**src/rtl/lsu_sequencer_pkg.sv**
```systemverilog
// rtl/lsu_sequencer_pkg.sv - shared types, size codes and lane helpers for the LSU sequencer
// Contents:
//   state_e      sequencer state encoding
//   SZ_*         access size codes as carried in funct3[1:0]
//   F3_SIZE_*    bit positions of the size field within funct3
//   lanemask()   byte-lane mask of an aligned access of a given size
//   size_bytes() number of bytes moved by a given size code
package lsu_sequencer_pkg;

    typedef enum logic [1:0] {
        ST_IDLE = 2'd0,
        ST_ACC0 = 2'd1,
        ST_ACC1 = 2'd2,
        ST_RESP = 2'd3
    } state_e;

    localparam logic [1:0] SZ_B   = 2'b00;
    localparam logic [1:0] SZ_H   = 2'b01;
    localparam logic [1:0] SZ_W   = 2'b10;
    localparam logic [1:0] SZ_ILL = 2'b11;

    localparam int F3_SIZE_LSB = 0;
    localparam int F3_SIZE_MSB = 1;

    function automatic logic [3:0] lanemask(input logic [1:0] sz);
        case (sz)
            SZ_B:    return 4'b0001;
            SZ_H:    return 4'b0011;
            default: return 4'b1111;
        endcase
    endfunction

    function automatic logic [2:0] size_bytes(input logic [1:0] sz);
        case (sz)
            SZ_B:    return 3'd1;
            SZ_H:    return 3'd2;
            default: return 3'd4;
        endcase
    endfunction

endpackage

```
**src/rtl/lsu_lane_align.sv**
```systemverilog
// rtl/lsu_lane_align.sv - combinational byte-lane steering for both beats of an access
// Ports:
//   size, off      size code and byte offset within the first word
//   beat           0 = merging the first beat, 1 = merging the second beat
//   wdata          right-aligned store data
//   rdata          word returned by memory for the current beat
//   acc            partial load result collected from the first beat
//   be0/wdata0     byte enables and lane-aligned data for the first beat
//   be1/wdata1     byte enables and lane-aligned data for the second beat
//   rdata_merged   right-aligned load result after this beat, masked to size
module lsu_lane_align
    import lsu_sequencer_pkg::*;
(
    input  logic [1:0]  size,
    input  logic [1:0]  off,
    input  logic        beat,
    input  logic [31:0] wdata,
    input  logic [31:0] rdata,
    input  logic [31:0] acc,
    output logic [3:0]  be0,
    output logic [3:0]  be1,
    output logic [31:0] wdata0,
    output logic [31:0] wdata1,
    output logic [31:0] rdata_merged
);

    logic [3:0]  lm;
    logic [2:0]  roff;
    logic [5:0]  sh0;
    logic [5:0]  sh1;
    logic [31:0] size_mask;

    assign lm   = lanemask(size);
    // Bytes of the first word that the access occupies; the second beat picks up the rest.
    assign roff = 3'd4 - {1'b0, off};
    assign sh0  = {1'b0, off, 3'b000};
    assign sh1  = {roff, 3'b000};

    // Shifts beyond the word simply drop lanes; off=0 yields an empty second beat.
    assign be0    = lm << off;
    assign be1    = lm >> roff;
    assign wdata0 = wdata << sh0;
    assign wdata1 = wdata >> sh1;

    assign size_mask = {{8{lm[3]}}, {8{lm[2]}}, {8{lm[1]}}, {8{lm[0]}}};

    assign rdata_merged = (beat ? (acc | (rdata << sh1)) : (rdata >> sh0)) & size_mask;

endmodule

```
**src/rtl/lsu_sequencer.sv**
```systemverilog
// rtl/lsu_sequencer.sv - multi-cycle load/store sequencer to a byte-enabled word memory
// Ports:
//   clk, rst                      clock, synchronous active-high reset
//   req_valid/we/funct3/addr/wdata load/store request from the datapath
//   stall                         hold the pipeline while an access is in flight
//   rsp_valid/rdata/err           one-cycle completion with right-aligned load data
//   mem_req/we/addr/be/wdata      registered memory beat, held until mem_ack
//   mem_ack/rdata                 memory beat completion and read word
module lsu_sequencer
    import lsu_sequencer_pkg::*;
#(
    parameter int unsigned TIMEOUT_CYCLES = 255,
    parameter int unsigned ADDR_WIDTH     = 32
) (
    input  logic                  clk,
    input  logic                  rst,
    input  logic                  req_valid,
    input  logic                  req_we,
    input  logic [2:0]            req_funct3,
    input  logic [ADDR_WIDTH-1:0] req_addr,
    input  logic [31:0]           req_wdata,
    output logic                  stall,
    output logic                  rsp_valid,
    output logic [31:0]           rsp_rdata,
    output logic                  rsp_err,
    output logic                  mem_req,
    output logic                  mem_we,
    output logic [ADDR_WIDTH-1:0] mem_addr,
    output logic [3:0]            mem_be,
    output logic [31:0]           mem_wdata,
    input  logic                  mem_ack,
    input  logic [31:0]           mem_rdata
);

    localparam int          CNT_W    = (TIMEOUT_CYCLES > 255) ? $clog2(TIMEOUT_CYCLES + 1) : 8;
    localparam int unsigned TMO_LAST = (TIMEOUT_CYCLES == 0) ? 0 : TIMEOUT_CYCLES - 1;

    state_e                state_q, state_d;
    logic                  we_q, we_d;
    logic [1:0]            size_q, size_d;
    logic [1:0]            off_q, off_d;
    logic [31:0]           wdata_q, wdata_d;
    logic                  split_q, split_d;
    logic [CNT_W-1:0]      cnt_q, cnt_d;
    logic [31:0]           res_q, res_d;
    logic                  rsp_valid_q, rsp_valid_d;
    logic                  rsp_err_q, rsp_err_d;
    logic [31:0]           rsp_rdata_q, rsp_rdata_d;
    logic                  mem_req_q, mem_req_d;
    logic                  mem_we_q, mem_we_d;
    logic [ADDR_WIDTH-1:0] mem_addr_q, mem_addr_d;
    logic [3:0]            mem_be_q, mem_be_d;
    logic [31:0]           mem_wdata_q, mem_wdata_d;

    logic [1:0]  req_size;
    logic        unused_funct3_sign;
    logic        timed_out;
    logic [1:0]  al_size, al_off;
    logic [31:0] al_wdata, al_wdata0, al_wdata1, al_rdata;
    logic [3:0]  al_be0, al_be1;

    assign req_size           = req_funct3[F3_SIZE_MSB:F3_SIZE_LSB];
    // Sign handling lives in the downstream load path.
    assign unused_funct3_sign = req_funct3[2];

    // In IDLE the first beat is built straight from the request; afterwards from the latched copy.
    assign al_size  = (state_q == ST_IDLE) ? req_size       : size_q;
    assign al_off   = (state_q == ST_IDLE) ? req_addr[1:0]  : off_q;
    assign al_wdata = (state_q == ST_IDLE) ? req_wdata      : wdata_q;

    lsu_lane_align u_align (
        .size         (al_size),
        .off          (al_off),
        .beat         (state_q == ST_ACC1),
        .wdata        (al_wdata),
        .rdata        (mem_rdata),
        .acc          (res_q),
        .be0          (al_be0),
        .be1          (al_be1),
        .wdata0       (al_wdata0),
        .wdata1       (al_wdata1),
        .rdata_merged (al_rdata)
    );

    assign timed_out = (TIMEOUT_CYCLES != 0) && (32'(cnt_q) == TMO_LAST);

    assign stall = ((state_q == ST_IDLE) && req_valid) || (state_q == ST_ACC0) || (state_q == ST_ACC1);

    always_comb begin
        state_d     = state_q;
        we_d        = we_q;
        size_d      = size_q;
        off_d       = off_q;
        wdata_d     = wdata_q;
        split_d     = split_q;
        cnt_d       = cnt_q;
        res_d       = res_q;
        mem_req_d   = mem_req_q;
        mem_we_d    = mem_we_q;
        mem_addr_d  = mem_addr_q;
        mem_be_d    = mem_be_q;
        mem_wdata_d = mem_wdata_q;
        rsp_valid_d = 1'b0;
        rsp_err_d   = 1'b0;
        rsp_rdata_d = '0;

        case (state_q)
            ST_IDLE: begin
                if (req_valid) begin
                    we_d    = req_we;
                    size_d  = req_size;
                    off_d   = req_addr[1:0];
                    wdata_d = req_wdata;
                    split_d = ({1'b0, req_addr[1:0]} + size_bytes(req_size)) > 3'd4;
                    cnt_d   = '0;
                    res_d   = '0;
                    if (req_size == SZ_ILL) begin
                        state_d     = ST_RESP;
                        rsp_valid_d = 1'b1;
                        rsp_err_d   = 1'b1;
                    end else begin
                        state_d     = ST_ACC0;
                        mem_req_d   = 1'b1;
                        mem_we_d    = req_we;
                        mem_addr_d  = {req_addr[ADDR_WIDTH-1:2], 2'b00};
                        mem_be_d    = al_be0;
                        mem_wdata_d = al_wdata0;
                    end
                end
            end
            ST_ACC0, ST_ACC1: begin
                // An ack in the timeout cycle still completes the beat.
                if (mem_ack) begin
                    res_d = al_rdata;
                    if ((state_q == ST_ACC0) && split_q) begin
                        state_d     = ST_ACC1;
                        cnt_d       = '0;
                        mem_addr_d  = mem_addr_q + ADDR_WIDTH'(4);
                        mem_be_d    = al_be1;
                        mem_wdata_d = al_wdata1;
                    end else begin
                        state_d     = ST_RESP;
                        mem_req_d   = 1'b0;
                        mem_we_d    = 1'b0;
                        rsp_valid_d = 1'b1;
                        rsp_rdata_d = we_q ? 32'h0 : al_rdata;
                    end
                end else if (timed_out) begin
                    state_d     = ST_RESP;
                    mem_req_d   = 1'b0;
                    mem_we_d    = 1'b0;
                    rsp_valid_d = 1'b1;
                    rsp_err_d   = 1'b1;
                end else begin
                    cnt_d = cnt_q + CNT_W'(1);
                end
            end
            ST_RESP: state_d = ST_IDLE;
            default: state_d = ST_IDLE;
        endcase
    end

    always_ff @(posedge clk) begin
        if (rst) begin
            state_q     <= ST_IDLE;
            we_q        <= 1'b0;
            size_q      <= SZ_B;
            off_q       <= 2'b00;
            wdata_q     <= '0;
            split_q     <= 1'b0;
            cnt_q       <= '0;
            res_q       <= '0;
            rsp_valid_q <= 1'b0;
            rsp_err_q   <= 1'b0;
            rsp_rdata_q <= '0;
            mem_req_q   <= 1'b0;
            mem_we_q    <= 1'b0;
            mem_addr_q  <= '0;
            mem_be_q    <= '0;
            mem_wdata_q <= '0;
        end else begin
            state_q     <= state_d;
            we_q        <= we_d;
            size_q      <= size_d;
            off_q       <= off_d;
            wdata_q     <= wdata_d;
            split_q     <= split_d;
            cnt_q       <= cnt_d;
            res_q       <= res_d;
            rsp_valid_q <= rsp_valid_d;
            rsp_err_q   <= rsp_err_d;
            rsp_rdata_q <= rsp_rdata_d;
            mem_req_q   <= mem_req_d;
            mem_we_q    <= mem_we_d;
            mem_addr_q  <= mem_addr_d;
            mem_be_q    <= mem_be_d;
            mem_wdata_q <= mem_wdata_d;
        end
    end

    assign rsp_valid = rsp_valid_q;
    assign rsp_err   = rsp_err_q;
    assign rsp_rdata = rsp_rdata_q;
    assign mem_req   = mem_req_q;
    assign mem_we    = mem_we_q;
    assign mem_addr  = mem_addr_q;
    assign mem_be    = mem_be_q;
    assign mem_wdata = mem_wdata_q;

endmodule

```
**config.mk**
```make
export PLATFORM = sky130hd
export DESIGN_NAME = lsu_sequencer
export DESIGN_NICKNAME = d
export VERILOG_FILES = /design/src/rtl/lsu_sequencer_pkg.sv /design/src/rtl/lsu_lane_align.sv /design/src/rtl/lsu_sequencer.sv
export SDC_FILE = /design/constraint.sdc
export NUM_CORES = 1
export LEC_CHECK = 0
export ABC_AREA = 1
export CELL_PAD_IN_SITES_DETAIL_PLACEMENT = 1
export CELL_PAD_IN_SITES_GLOBAL_PLACEMENT = 2
export CORE_ASPECT_RATIO = 0.7
export CORE_UTILIZATION = 27
export CTS_BUF_LIST = sky130_fd_sc_hd__clkbuf_16
export DETAILED_ROUTE_END_ITERATION = 10
export PLACE_DENSITY_LB_ADDON = 0.3
export SLEW_MARGIN = 20
export SYNTH_ARGS = -nofsm -noshare
export SYNTH_HDL_FRONTEND = slang
export SYNTH_HIERARCHICAL = 1
export SYNTH_SLANG_ARGS = --single-unit
export TNS_END_PERCENT = 30
```
**constraint.sdc**
```tcl
create_clock -name clk -period 3.7 [get_ports clk]
set_clock_uncertainty 0.05 [all_clocks]
set_input_delay 0.37 -clock clk [delete_from_list [all_inputs] [get_ports clk]]
set_output_delay 0.37 -clock clk [all_outputs]
set_load 0.01 [all_outputs]
```
== After elaboration in Yosys (flattened, before gate mapping) ==
Index checks and enable logic that the tools add are counted.
Word-level totals
  flip-flop bits (word level): 184
  input port bits: 104
  output and inout port bits: 105
  logic and storage cells: 116
Cells by class
  $add $sub $neg: 4
  $lt $le $gt $ge: 1
  equal/unequal tests: 15
  shift-type cells: 6
  muxes and demuxes: 54
  bitwise gates (word level): 4
  reduce and logical (&&, ||, !) cells: 16
Operators by type and width (count)
  2-to-1 mux 32 bit: 12
  one-hot mux 32 bit (2 select lines): 3
  adder 32 x 3 -> 32 bit (second input constant): 1
  AND 32 bit: 1
  2-to-1 mux 8 bit: 4
  OR 32 bit: 1
  left shift 32 x 5 -> 32 bit: 1
  left shift 32 x 6 -> 32 bit: 1
  >> shifter 32 x 5 -> 32 bit: 1
  >> shifter 32 x 6 -> 32 bit: 1
  2-to-1 mux 4 bit: 4
  one-hot mux 4 bit (2 select lines): 2
  one-hot mux 8 bit (2 select lines): 1
  2-to-1 mux 1 bit: 14
  2-to-1 mux 2 bit: 6
  inequality test 3 bit (second input constant): 4
  AND reduction 5 bit: 2
  adder 8 x 1 -> 8 bit (second input constant): 1
  == test 8 bit (second input constant): 1
  inequality test 2 bit (second input constant): 4
  one-hot mux 1 bit (2 select lines): 4
  == test 2 x 1 -> 1 bit (second input constant): 3
  == test 2 bit (second input constant): 3
  zero test 2 bit: 3
  17 further kinds: 22

== Longest topological paths before layout ==
Gate-level depths: netlist of the first run.
  depth after elaboration: 9
  depth in mapped cells: 20
  depth with buffers taken out: 15

== Modules after synthesis ==
Netlist of the first run, hierarchy kept.
Modules (own cells, without submodules)
  lsu_sequencer: times used 1, cells each 1236, area an instance 8394.3 µm², sequential area each 3643.5 µm²
  lsu_lane_align: times used 1, cells each 648, area an instance 2773.9 µm², sequential area each 0.0 µm²

== Worst setup path before layout of the first run ==
OpenSTA, ideal clock, no wires.
  path type: register to register
  from: register state_q[0]
  to: register mem_wdata_q[0] (netlist: mem_wdata[0])
  arrival: 2.984 ns
  slack: 0.592 ns
  cell stages (with the launch flop): 15
  path buffers: 4
  cells stage by stage: dfxtp_1 inv_1 ha_1 buf_4 clkbuf_1 o21ai_0 inv_2 clkbuf_1 ha_1 nor2_4 clkinv_1 buf_2 o22ai_1 nand2_1 a31oi_1
Between the ends
  cells in the longest elaborated chain, start to end: 7
  elaborated cells on any way between the ends: 21
  those cells by class: 1 x add/sub; 6 x eq/ne; 2 x shift; 7 x mux; 5 x reduce/logical
Ends and longest elaborated chain
  from (decl): line lsu_sequencer.sv:38  | state_e state_q, state_d;
  from (signal assigned): line lsu_sequencer.sv:182  | state_q <= state_d;
  zero test 2 bit: line lsu_sequencer.sv:68  | assign al_off = (state_q == ST_IDLE) ? req_addr[1:0] : off_q;
  2-to-1 mux 2 bit: line lsu_sequencer.sv:68
  via al_off[1]: line lsu_sequencer.sv:58  | logic [1:0] al_size, al_off;
  subtractor 3 x 2 -> 3 bit: line lsu_lane_align.sv:35  | assign roff = 3'd4 - {1'b0, off};
  >> shifter 32 x 6 -> 32 bit: line lsu_lane_align.sv:43  | assign wdata1 = wdata >> sh1;
  via al_wdata1[0]: line lsu_sequencer.sv:59  | logic [31:0] al_wdata, al_wdata0, al_wdata1, al_rdata;
  2-to-1 mux 32 bit: line lsu_sequencer.sv:135  | if ((state_q == ST_ACC0) && split_q) begin
  2-to-1 mux 32 bit: line lsu_sequencer.sv:133  | if (mem_ack) begin
  one-hot mux 32 bit (2 select lines): line lsu_sequencer.sv:107  | case (state_q)
  to (signal assigned): line lsu_sequencer.sv:197  | mem_wdata_q <= mem_wdata_d;
  to (decl): line lsu_sequencer.sv:53  | logic [31:0] mem_wdata_q, mem_wdata_d;
The timed path passes the listed nets, and every way through them passes these cells. The select of a mux whose other input is x is not followed.
A chain may end at the register's enable or synchronous reset.

== Worst setup path after layout of the first run ==
  from: register state_q[0]
  to: register mem_wdata_q[1] (netlist: mem_wdata[1])
The elaborated chain is that of the path after synthesis.

==> metrics.cfg, run 1 <==
[floorplan]
initial_utilization=0.278
die-area_um2=42200
io_pins=209
die_h_um=172
row_count=61
core-area_um2=40200
dieWidth_um=245

[yosys]
synth-main-ff-cell=dfxtp_1
synth_warnings=6
synth_top_family_by_area=simple AND/OR/NAND/NOR gates
avgSynthCellArea_um2=5.93
synth_commonest_cells=558 x nand2_1, 262 x nor2_1, 182 x dfxtp_1
synth_top_area_cell=dfxtp_1
synthAdderAreaFrac=0.0152
synth-xor-area-share=0.00314
yosys.area_share.simple=0.360
synth_mux_area_frac=0
yosysTopAreaCellShare=0.326
syn_area_um2=11200
ys_seq_area_frac=0.326
ys_top_cells_by_area=dfxtp_1 33%, nand2_1 19%, nor2_1 8.8%
async_flop_share=0
post-synth-top-count-cell=nand2_1
yosysUniqueCellTypes=42
synthCells=1884
ys_ff_latch=182
synth_compound_gate_area_share=0.182
synth_edf_count=0

[power_and_ir_drop]
leakagePower_nw=5.56
p_comb_frac=0.631
power.internal_w=0.00611
powerDensity_nw_per_um2=925
clockPowerShare=0.146
seqPwrFrac=0.224
ir_drop_uv=537
switchingPower_w=0.00699
power_switching_share=0.534

[setup_path]
timing.rr.start=state_q[0]$_SDFFE_PP0P_
worstSetupPathType=reg2reg
critPathArrivalTime_ps=3290
startpoint_type=register
r2r_end=mem_wdata[1]$_SDFFE_PP0P_
reg2reg_setup_slack_ps=740
crit_path_end_kind=register
reg2reg_depth=12
crit_fanout=17
required_ps=4030

[layout]
area_delta_synth_final_pct=26.8
multi_input_area_um2=6300
register_area_um2=3640
layout-drive-gt1-share=0.0439
nFillCells=5205
nNetsFinal=2130
fin_util=0.352

[sta]
drv_slew=0
slew_headroom=0.292
fin_tns_setup_ps=0
setup_violations=0
timing.fmax_mhz=338
worstMarginPinSlew_ps=1060
hold_viol_final=0
fin_crit_sh=0.800
period_needed_ps=2960
rsz0062_at_grt=false

[placement]
io_buffers=205
gp_congestion=0.816
dp_hpwl_mm=32.4

[cts]
cts_sinks=182
cts_max_level=4
hold_buffers=0
cts_buffers=17
post-cts-setup-buffers=0
cts_resized=0
cts_tree=built
clk_pin_slew_worst_paths_ps=70
cts_root_buffer=clkbuf_16
clkLatencyLatePin_ps=470
cts_buffer_depth=2

[worst_hold_path]
min_to=wdata_q[27]$_SDFFE_PP0P_
hold_path_class=reg2reg
min_path_cells=2
min-delay-start=wdata_q[27]$_SDFFE_PP0P_

[grt]
antenna_found_initial=3
grt_max_degree=122
grt_pass1_vias=12200
overflow=0
track_usage=0.220
grt_pass1_wl_mm=71.5

[status]
outcome=complete, no violations

[detailed_routing]
vias=12500
drc=0
drtIter0Drc=711
via_per_inst=4.87
ant_nets=0
totalWireLength_mm=45.9
wl_per_cell_um=17.9
first_pass_iters=6

[run]
drv_cap=0

==> logic make-up (layout without fill, tap and decap cells) <==
family,count (synthesis),count (layout)
simple gates,994,994
compound gates,387,387
buf+inv,303,444
flops,182,182
fa+ha+maj,13,13
xor+xnor,4,4
other cells,1,3
==> worst max-delay path by stage <==
| stage | cells past startpoint | start | to |
|---|---|---|---|
| floorplan | 14 | state_q[0]$_SDFFE_PP0P_ | mem_wdata[0]$_SDFFE_PP0P_ |
| global placement | 10 | req_addr[1] | mem_wdata[1]$_SDFFE_PP0P_ |
| detailed placement | 11 | req_addr[1] | mem_wdata[1]$_SDFFE_PP0P_ |
| CTS | 12 | state_q[1]$_SDFFE_PP0P_ | mem_wdata[1]$_SDFFE_PP0P_ |
| global route | 12 | state_q[0]$_SDFFE_PP0P_ | mem_wdata[1]$_SDFFE_PP0P_ |
| finish | 12 | state_q[0]$_SDFFE_PP0P_ | mem_wdata[1]$_SDFFE_PP0P_ |
==> flip-flops by register name, indices dropped and copies added, names as in the netlist, 2 cells and up <==
signal and flops:
off_q 2, mem_addr 30, wdata_q 32, state_q 2
res_q 32, mem_be 4, rsp_rdata 32, mem_wdata 32
cnt_q 8, size_q 2
==> stage by stage <==
stage | cells | hold WS, ps | power [W] | setup slack [ps] | cell area, µm²
2_1_floorplan | 1885 | 374 | 0.00824 | 592 | 11200
3_3_place_gp | 2529 | 381 | 0.0111 | 742 | 13600
3_5_place_dp | 2529 | 391 | 0.0112 | 715 | 13600
4_1_cts | 2561 | 402 | 0.0132 | 709 | 14200
5_1_grt | 2562 | 415 | 0.0143 | 500 | 14200
6_report | 2562 | 398 | 0.0131 | 740 | 14200
==> power by group through the flow <==
| stage | sequential [W] | combinational (W) | clock (W) |
|---|---|---|---|
| 2_1_floorplan | 0.00296 | 0.00528 | 0 |
| 3_3_place_gp | 0.00296 | 0.00814 | 0 |
| 3_5_place_dp | 0.00297 | 0.00827 | 0 |
| 4_1_cts | 0.00293 | 0.00831 | 0.00197 |
| 5_1_grt | 0.00299 | 0.00922 | 0.00205 |
| 6_report | 0.00293 | 0.00826 | 0.00191 |
==> per-layer routing <==
metal  global-route usage  up-vias  share of wire
met2                0.324      261           0.42
met1                0.327     5909           0.53
met5                    0        -        0.00026
met4               0.0563        2          0.012
li1                     -     6277              -
met3               0.0366       39          0.044
==> worst max-delay path, stage by stage (launching register included) <==
cell      delay, ps
dfxtp_1         350
inv_1           170
ha_2            350
nand2_1         130
o21ai_4          80
inv_2           150
ha_1            380
nor2_4          350
clkinv_1        190
buf_4           260
o22ai_1         170
nand2_1          80
a31oi_1         170
==> placed cells by master, fill, tap and decap left out, types with 3 or more instances in the layout <==
cell type | Yosys | final
nand2_1 | 558 | 558
nor2_1 | 262 | 262
clkdlybuf4s50_1 | 0 | 204
dfxtp_1 | 182 | 182
inv_1 | 171 | 170
a21oi_1 | 158 | 158
o21ai_0 | 158 | 156
nand3_1 | 124 | 124
a31oi_1 | 45 | 45
buf_4 | 9 | 23
clkbuf_16 | 0 | 17
o22ai_1 | 17 | 17
nor3_1 | 13 | 13
inv_2 | 9 | 10
ha_1 | 12 | 10
and2_1 | 9 | 9
nor2_2 | 6 | 6
nand2_2 | 5 | 5
nand4_1 | 5 | 5
inv_6 | 0 | 5
clkinvlp_4 | 0 | 4
nor2_4 | 3 | 3
clkinv_1 | 1 | 3
buf_12 | 0 | 3
==> cell type report <==
class / count / share of cell area
inverters: 181 / 0.0480
flip-flops and latches: 182 / 0.257
clock inverters: 15 / 0.0107
clock buffers: 17 / 0.0301
well taps: 535 / 0.0473
diodes: 1 / 0.000177
multi-input cells: 1400 / 0.445
repair buffers: 231 / 0.161
Note: power is estimated with default switching activity, not from simulation.
==> run 2, diff against run 1 <==
- CORE_UTILIZATION: 27 -> 25
- clock period: 3.7 -> 2.48 ns (I/O delays scaled with it)
==> run 2 against run 1 <==
Compared with the run above:
- combinational power rose by 68%
- clock power rose by 44%
- global-route usage fell by 0.96 points
- worst hold slack got worse by 350 ps
- power rose by 61%
- setup slack got worse by 670 ps
- largest power group unchanged
- sequential share of layout area fell by 1.2 points
- count of clock-buffer cells in the layout did not move
- die area rose by 7.9%
- register-to-register slack got worse by 640 ps
- first-iteration DRC count rose by 2.8%
- via count rose by 2.1%
==> metrics.cfg, run 2 (synthesis results as in run 1) <==
[status]
outcome=complete, no violations

[floorplan]
row_count=64  ; +4.9%
io_pins=209  ; unchanged
die_h_um=179  ; +3.9%
dieWidth_um=255  ; +3.9%
core-area_um2=43900  ; +9.1%
initial_utilization=0.255  ; -0.0232
die-area_um2=45500  ; +7.9%

[power_and_ir_drop]
ir_drop_uv=813  ; +51%
leakagePower_nw=5.92  ; +6.5%
power_w=0.0210  ; +61%
clockPowerShare=0.131  ; -0.015
seqPwrFrac=0.207  ; -0.017
switchingPower_w=0.0108  ; +55%
powerDensity_nw_per_um2=1410  ; +53%
p_comb_frac=0.663  ; +0.032
power.internal_w=0.0102  ; +67%
power_switching_share=0.515  ; -0.0184

[sta]
worstMarginPinSlew_ps=779  ; -282 ps
rsz0062_at_grt=true
setup_violations=0  ; unchanged
drv_slew=0  ; unchanged
holdWs_ps=50.6  ; -347 ps
period_needed_ps=2410
fin_crit_sh=0.973
fin_tns_setup_ps=0  ; unchanged
timing.fmax_mhz=414
slew_headroom=0.480  ; +0.189
hold_viol_final=0  ; unchanged

[grt]
overflow=0  ; unchanged
grt_pass1_vias=12600  ; +3.9%
antenna_found_initial=1  ; -2
track_usage=0.211  ; -0.00956
grt_pass1_wl_mm=73.7  ; +3.1%
grt_max_degree=90  ; -26%

[detailed_routing]
met3_length_mm=1.87  ; -7.4%
ant_nets=0  ; unchanged
via_per_inst=4.77  ; -2.2%
wl_met2_mm=20.8  ; +8.5%
drc=0  ; unchanged
wl_met1_mm=24.5  ; +1.2%
first_pass_iters=5  ; -1
totalWireLength_mm=48.0  ; +4.5%
vias=12800  ; +2.1%
highest_layer=met4
drtIter0Drc=731  ; +2.8%
wl_per_cell_um=17.9  ; about the same

[setup_path]
required_ps=2180  ; -1850 ps
worstSetupPathType=reg2out
reg2reg_setup_slack_ps=100  ; -640 ps
critPathArrivalTime_ps=2120  ; -1170 ps
crit_fanout=18  ; +1
crit_path_end_kind=primary output
startpoint_type=register

[placement]
dp_hpwl_mm=33.6  ; +3.7%
io_buffers=205  ; unchanged
gp_congestion=0.840  ; +2.9%
dpl_cell_area_um2=14200  ; +4.8%

[layout]
layout-drive-gt1-share=0.0730  ; +0.0291
fin_util=0.339  ; -0.0133
final_cell_mix=557 x nand2_1, 259 x nor2_1, 204 x clkdlybuf4s50_1
final_common_cell=nand2_1
nNetsFinal=2186  ; +2.6%
area_delta_synth_final_pct=33.1
postLayoutCellArea_um2=14900  ; +5.0%

[run]
drv_cap=0  ; unchanged

[cts]
cts_root_buffer=clkbuf_16
clkLatencyLatePin_ps=460  ; about the same
cts_max_level=4  ; unchanged
cts_buffer_depth=2  ; unchanged
cts_buffers=17  ; unchanged
cts_sinks=182  ; unchanged
clk_pin_slew_worst_paths_ps=80  ; about the same
cts_tree=built

[worst_hold_path]
hold_path_class=in2reg

## run 2: cell types whose count changed in the layout (fill, tap and decap cells not counted), sizes merged
| cell | delta |
|---|---|
| buf | +55 |
| clkbuf | +1 |
| clkinv | +2 |
| clkinvlp | -2 |
| inv | -1 |
## run 2: metal layers
metal / vias up / track usage
met5: - / 0
met4: 0 / 0.0536
met3: 35 / 0.0385
met2: 208 / 0.328
li1: 6381 / -
met1: 6128 / 0.297
## run 2: layout make-up
cell class	count	area, µm²
multi-input cells	1400	6340
flip-flops and latches	182	3650
fillers	5657	29000
diodes	1	2.50
clock buffers	17	425
repair buffers	287	2900
inverters	181	686
clock inverters	14	123
well taps	594	743
## run 2: final timing paths
path                                 from                   endpoint  cells past startpoint
setup reg to reg  state_q[0]$_SDFFE_PP0P_  mem_wdata[2]$_SDFFE_PP0P_                     11
hold / removal                        rst       mem_req$_SDFFE_PP0P_                      2
setup / recovery  state_q[0]$_SDFFE_PP0P_                      stall                      6
hold reg to reg   wdata_q[4]$_SDFFE_PP0P_    wdata_q[4]$_SDFFE_PP0P_                      2
## run 2: worst max-delay path, stage by stage, from the launching register on
cell	delay, ps
dfxtp_2	350
inv_2	80
ha_4	220
buf_8	180
nand2_2	140
nand2_1	130
clkdlybuf4s50_1	550
## run 2: power groups by stage
stage	clock, W	sequential, W	combinational [W]
after floorplan	0	0.00442	0.00809
after global placement	0	0.00441	0.0135
after detailed placement	0	0.00442	0.0137
after CTS	0.00284	0.00436	0.0138
after global routing	0.00297	0.00445	0.0154
final	0.00275	0.00434	0.0139
## run 2: through the flow
stage / setup slack, ps / std cells
floorplan: -163 / 1885
global placement: -21.8 / 2641
detailed placement: -47.5 / 2641
CTS: 12.7 / 2672
global route: -67.3 / 2676
finish: 66.5 / 2676
## run 2: what timing repair did
action                                  CTS  global route
endpoints found under the setup margin    1            49
pin swaps                                 1             2
hold buffers                              0             0
cloned                                    0             1
resized for setup                         2            15
buffers inserted                          0             2
==> run 3, diff against run 2 <==
- ABC_CLOCK_PERIOD_IN_PS: unset -> 2480
- CORE_UTILIZATION: 25 -> 30
- DONT_BUFFER_PORTS: unset -> 1
==> run 3 against run 2 <==
Compared with the run above:
- register-to-register slack improved by 20 ps
- routed wire length down 2.8%
- first-iteration DRC count increased by 15%
- setup slack improved by 53 ps
- clock power up 7%
- non-clock buffer count decreased by 157
- final area is 11% lower
- power decreased by 4.1%
- die area decreased by 17%
- flip-flop and latch count stayed put
- critical path type is now reg2reg
==> metrics.cfg, run 3 (synthesis results as in run 1) <==
[status]
outcome=complete, no violations

[layout]
nFillCells=4772  ; -16%
fin_util=0.364  ; +0.0253
area_delta_synth_final_pct=18.2
final_cell_mix=553 x nand2_1, 257 x nor2_1, 180 x dfxtp_1
nNetsFinal=2029  ; -7.2%
antenna_cells=0  ; -1
layout-drive-gt1-share=0.0842  ; +0.0111
postLayoutCellArea_um2=13200  ; -11%
final_common_cell=nand2_1

[detailed_routing]
vias=12500  ; -2.2%
ant_nets=0  ; unchanged
met3_length_mm=3.05  ; +63%
wl_per_cell_um=19.4  ; +8.2%
first_pass_iters=5  ; unchanged
highest_layer=met4
drtIter0Drc=838  ; +15%
totalWireLength_mm=46.7  ; -2.8%
wl_met1_mm=22.8  ; -6.7%
wl_met2_mm=20.0  ; -3.6%
drc=0  ; unchanged
via_per_inst=5.19  ; +8.9%

[grt]
grt_pass1_wl_mm=72.1  ; -2.1%
track_usage=0.246  ; +0.0357
grt_pass1_vias=12300  ; -2.4%
grt_max_degree=77  ; -14%
antenna_found_initial=0  ; -1
overflow=0  ; unchanged

[sta]
period_needed_ps=2360  ; -52.9 ps
worstMarginPinSlew_ps=614  ; -166 ps
rsz0062_at_grt=true
slew_headroom=0.587  ; +0.106
hold_viol_final=0  ; unchanged
drv_slew=0  ; unchanged
setup_violations=0  ; unchanged
fin_crit_sh=0.952  ; -0.0213
timing.fmax_mhz=424  ; +2.2%

[floorplan]
die_h_um=163  ; -8.6%
row_count=58  ; -9.4%
initial_utilization=0.308  ; +0.0533
core-area_um2=36300  ; -17%
die-area_um2=38000  ; -17%
io_pins=209  ; unchanged
dieWidth_um=233  ; -8.6%

[placement]
gp_congestion=0.857  ; +2.0%
io_buffers=0  ; -100%
dp_hpwl_mm=32.1  ; -4.4%
dpl_cell_area_um2=11900  ; -16%

[setup_path]
startpoint_type=register
crit_family=buffers and inverters
crit_buf_inv=4  ; +1
crit_path_end_kind=register
required_ps=2810  ; +630 ps
path_cells=inv_4, ha_4, buf_4, nand2_1, o21ai_0, inv_1, nor2_1, a21oi_1, o22ai_1, buf_4, nand2_1, a31oi_1
cp_slowest_cell=dfxtp_4
max_stage_delay_ps=370  ; -180 ps
crit_fanout=30  ; +12
worstSetupPathType=reg2reg
critPathArrivalTime_ps=2690  ; +570 ps

[power_and_ir_drop]
powerDensity_nw_per_um2=1530  ; +7.9%
power_w=0.0202  ; -4.1%
leakagePower_nw=5.36  ; -9.4%
ir_drop_uv=983  ; +21%

[cts]
cts_max_level=4  ; unchanged
cts_tree=built
cts_buffer_depth=2  ; unchanged
cts_root_buffer=clkbuf_16
cts_sinks=182  ; unchanged
clk_pin_slew_worst_paths_ps=70  ; about the same
cts_buffers=17  ; unchanged
clkLatencyLatePin_ps=460  ; about the same

[run]
drv_cap=0  ; unchanged

[worst_hold_path]
hold_path_class=in2reg

## run 3: repair_timing
| action | in CTS | in global routing |
|---|---|---|
| pin swaps | 0 | 12 |
| endpoints found under the setup margin | 2 | 60 |
| resized for setup | 3 | 36 |
| setup buffers | 0 | 7 |
| cloned | 0 | 2 |
| hold buffers | 49 | 0 |
| hold endpoints to repair | 111 | 0 |
## run 3: final cells by class
type / instances / area (µm²) / area share
tap: 480 / 601 / 0.0455
multi-input combinational: 1400 / 6380 / 0.483
inverter: 181 / 692 / 0.0524
clock inverter: 15 / 163 / 0.0123
sequential: 182 / 3650 / 0.276
clock buffer: 17 / 425 / 0.0322
timing repair buffer: 130 / 1300 / 0.0982
## run 3: power breakdown
part	internal (W)	total (W)	switching [W]
sequential	0.00372	0.00473	0.00101
clock	0.00157	0.00293	0.00135
combinational	0.00410	0.0125	0.00841
## run 3: worst register-to-register path: cells and delay by family (launching register included)
family,cells,cell delay [ps]
buffers and inverters,4,720
flip-flops,1,370
AO/OA/AOI/OAI,4,570
AND/OR/NAND/NOR,3,320
adder cells (fa/ha/maj),1,240
## run 3: through the flow
| stage | TNS (ps) | hold slack (ps) | setup slack, ps | std cells |
|---|---|---|---|---|
| after floorplan | -3690 | 359 | -163 | 1885 |
| after global placement | 0 | 272 | 73.3 | 2316 |
| after detailed placement | 0 | 276 | 5.06 | 2316 |
| after CTS | 0 | 0.216 | 19.3 | 2397 |
| after global routing | -20.7 | 14.4 | -12.4 | 2405 |
| final | 0 | 25.2 | 119 | 2405 |
## run 3: routing by layer
layer  up-vias  GRT usage
met5         -          0
li1       6074          -
met3        45     0.0609
met2       296      0.370
met4         0     0.0671
met1      6062      0.347
## run 3: final timing paths
| kind | to | slack (ps) | depth (start not counted) | from |
|---|---|---|---|---|
| setup / recovery | mem_wdata[4]$_SDFFE_PP0P_ | 120 | 12 | state_q[1]$_SDFFE_PP0P_ |
| hold / removal | mem_addr[14]$_SDFFE_PP0P_ | 30 | 4 | req_addr[14] |
| setup reg to reg | mem_wdata[4]$_SDFFE_PP0P_ | 120 | 12 | state_q[1]$_SDFFE_PP0P_ |
| hold reg to reg | wdata_q[28]$_SDFFE_PP0P_ | 400 | 2 | wdata_q[28]$_SDFFE_PP0P_ |
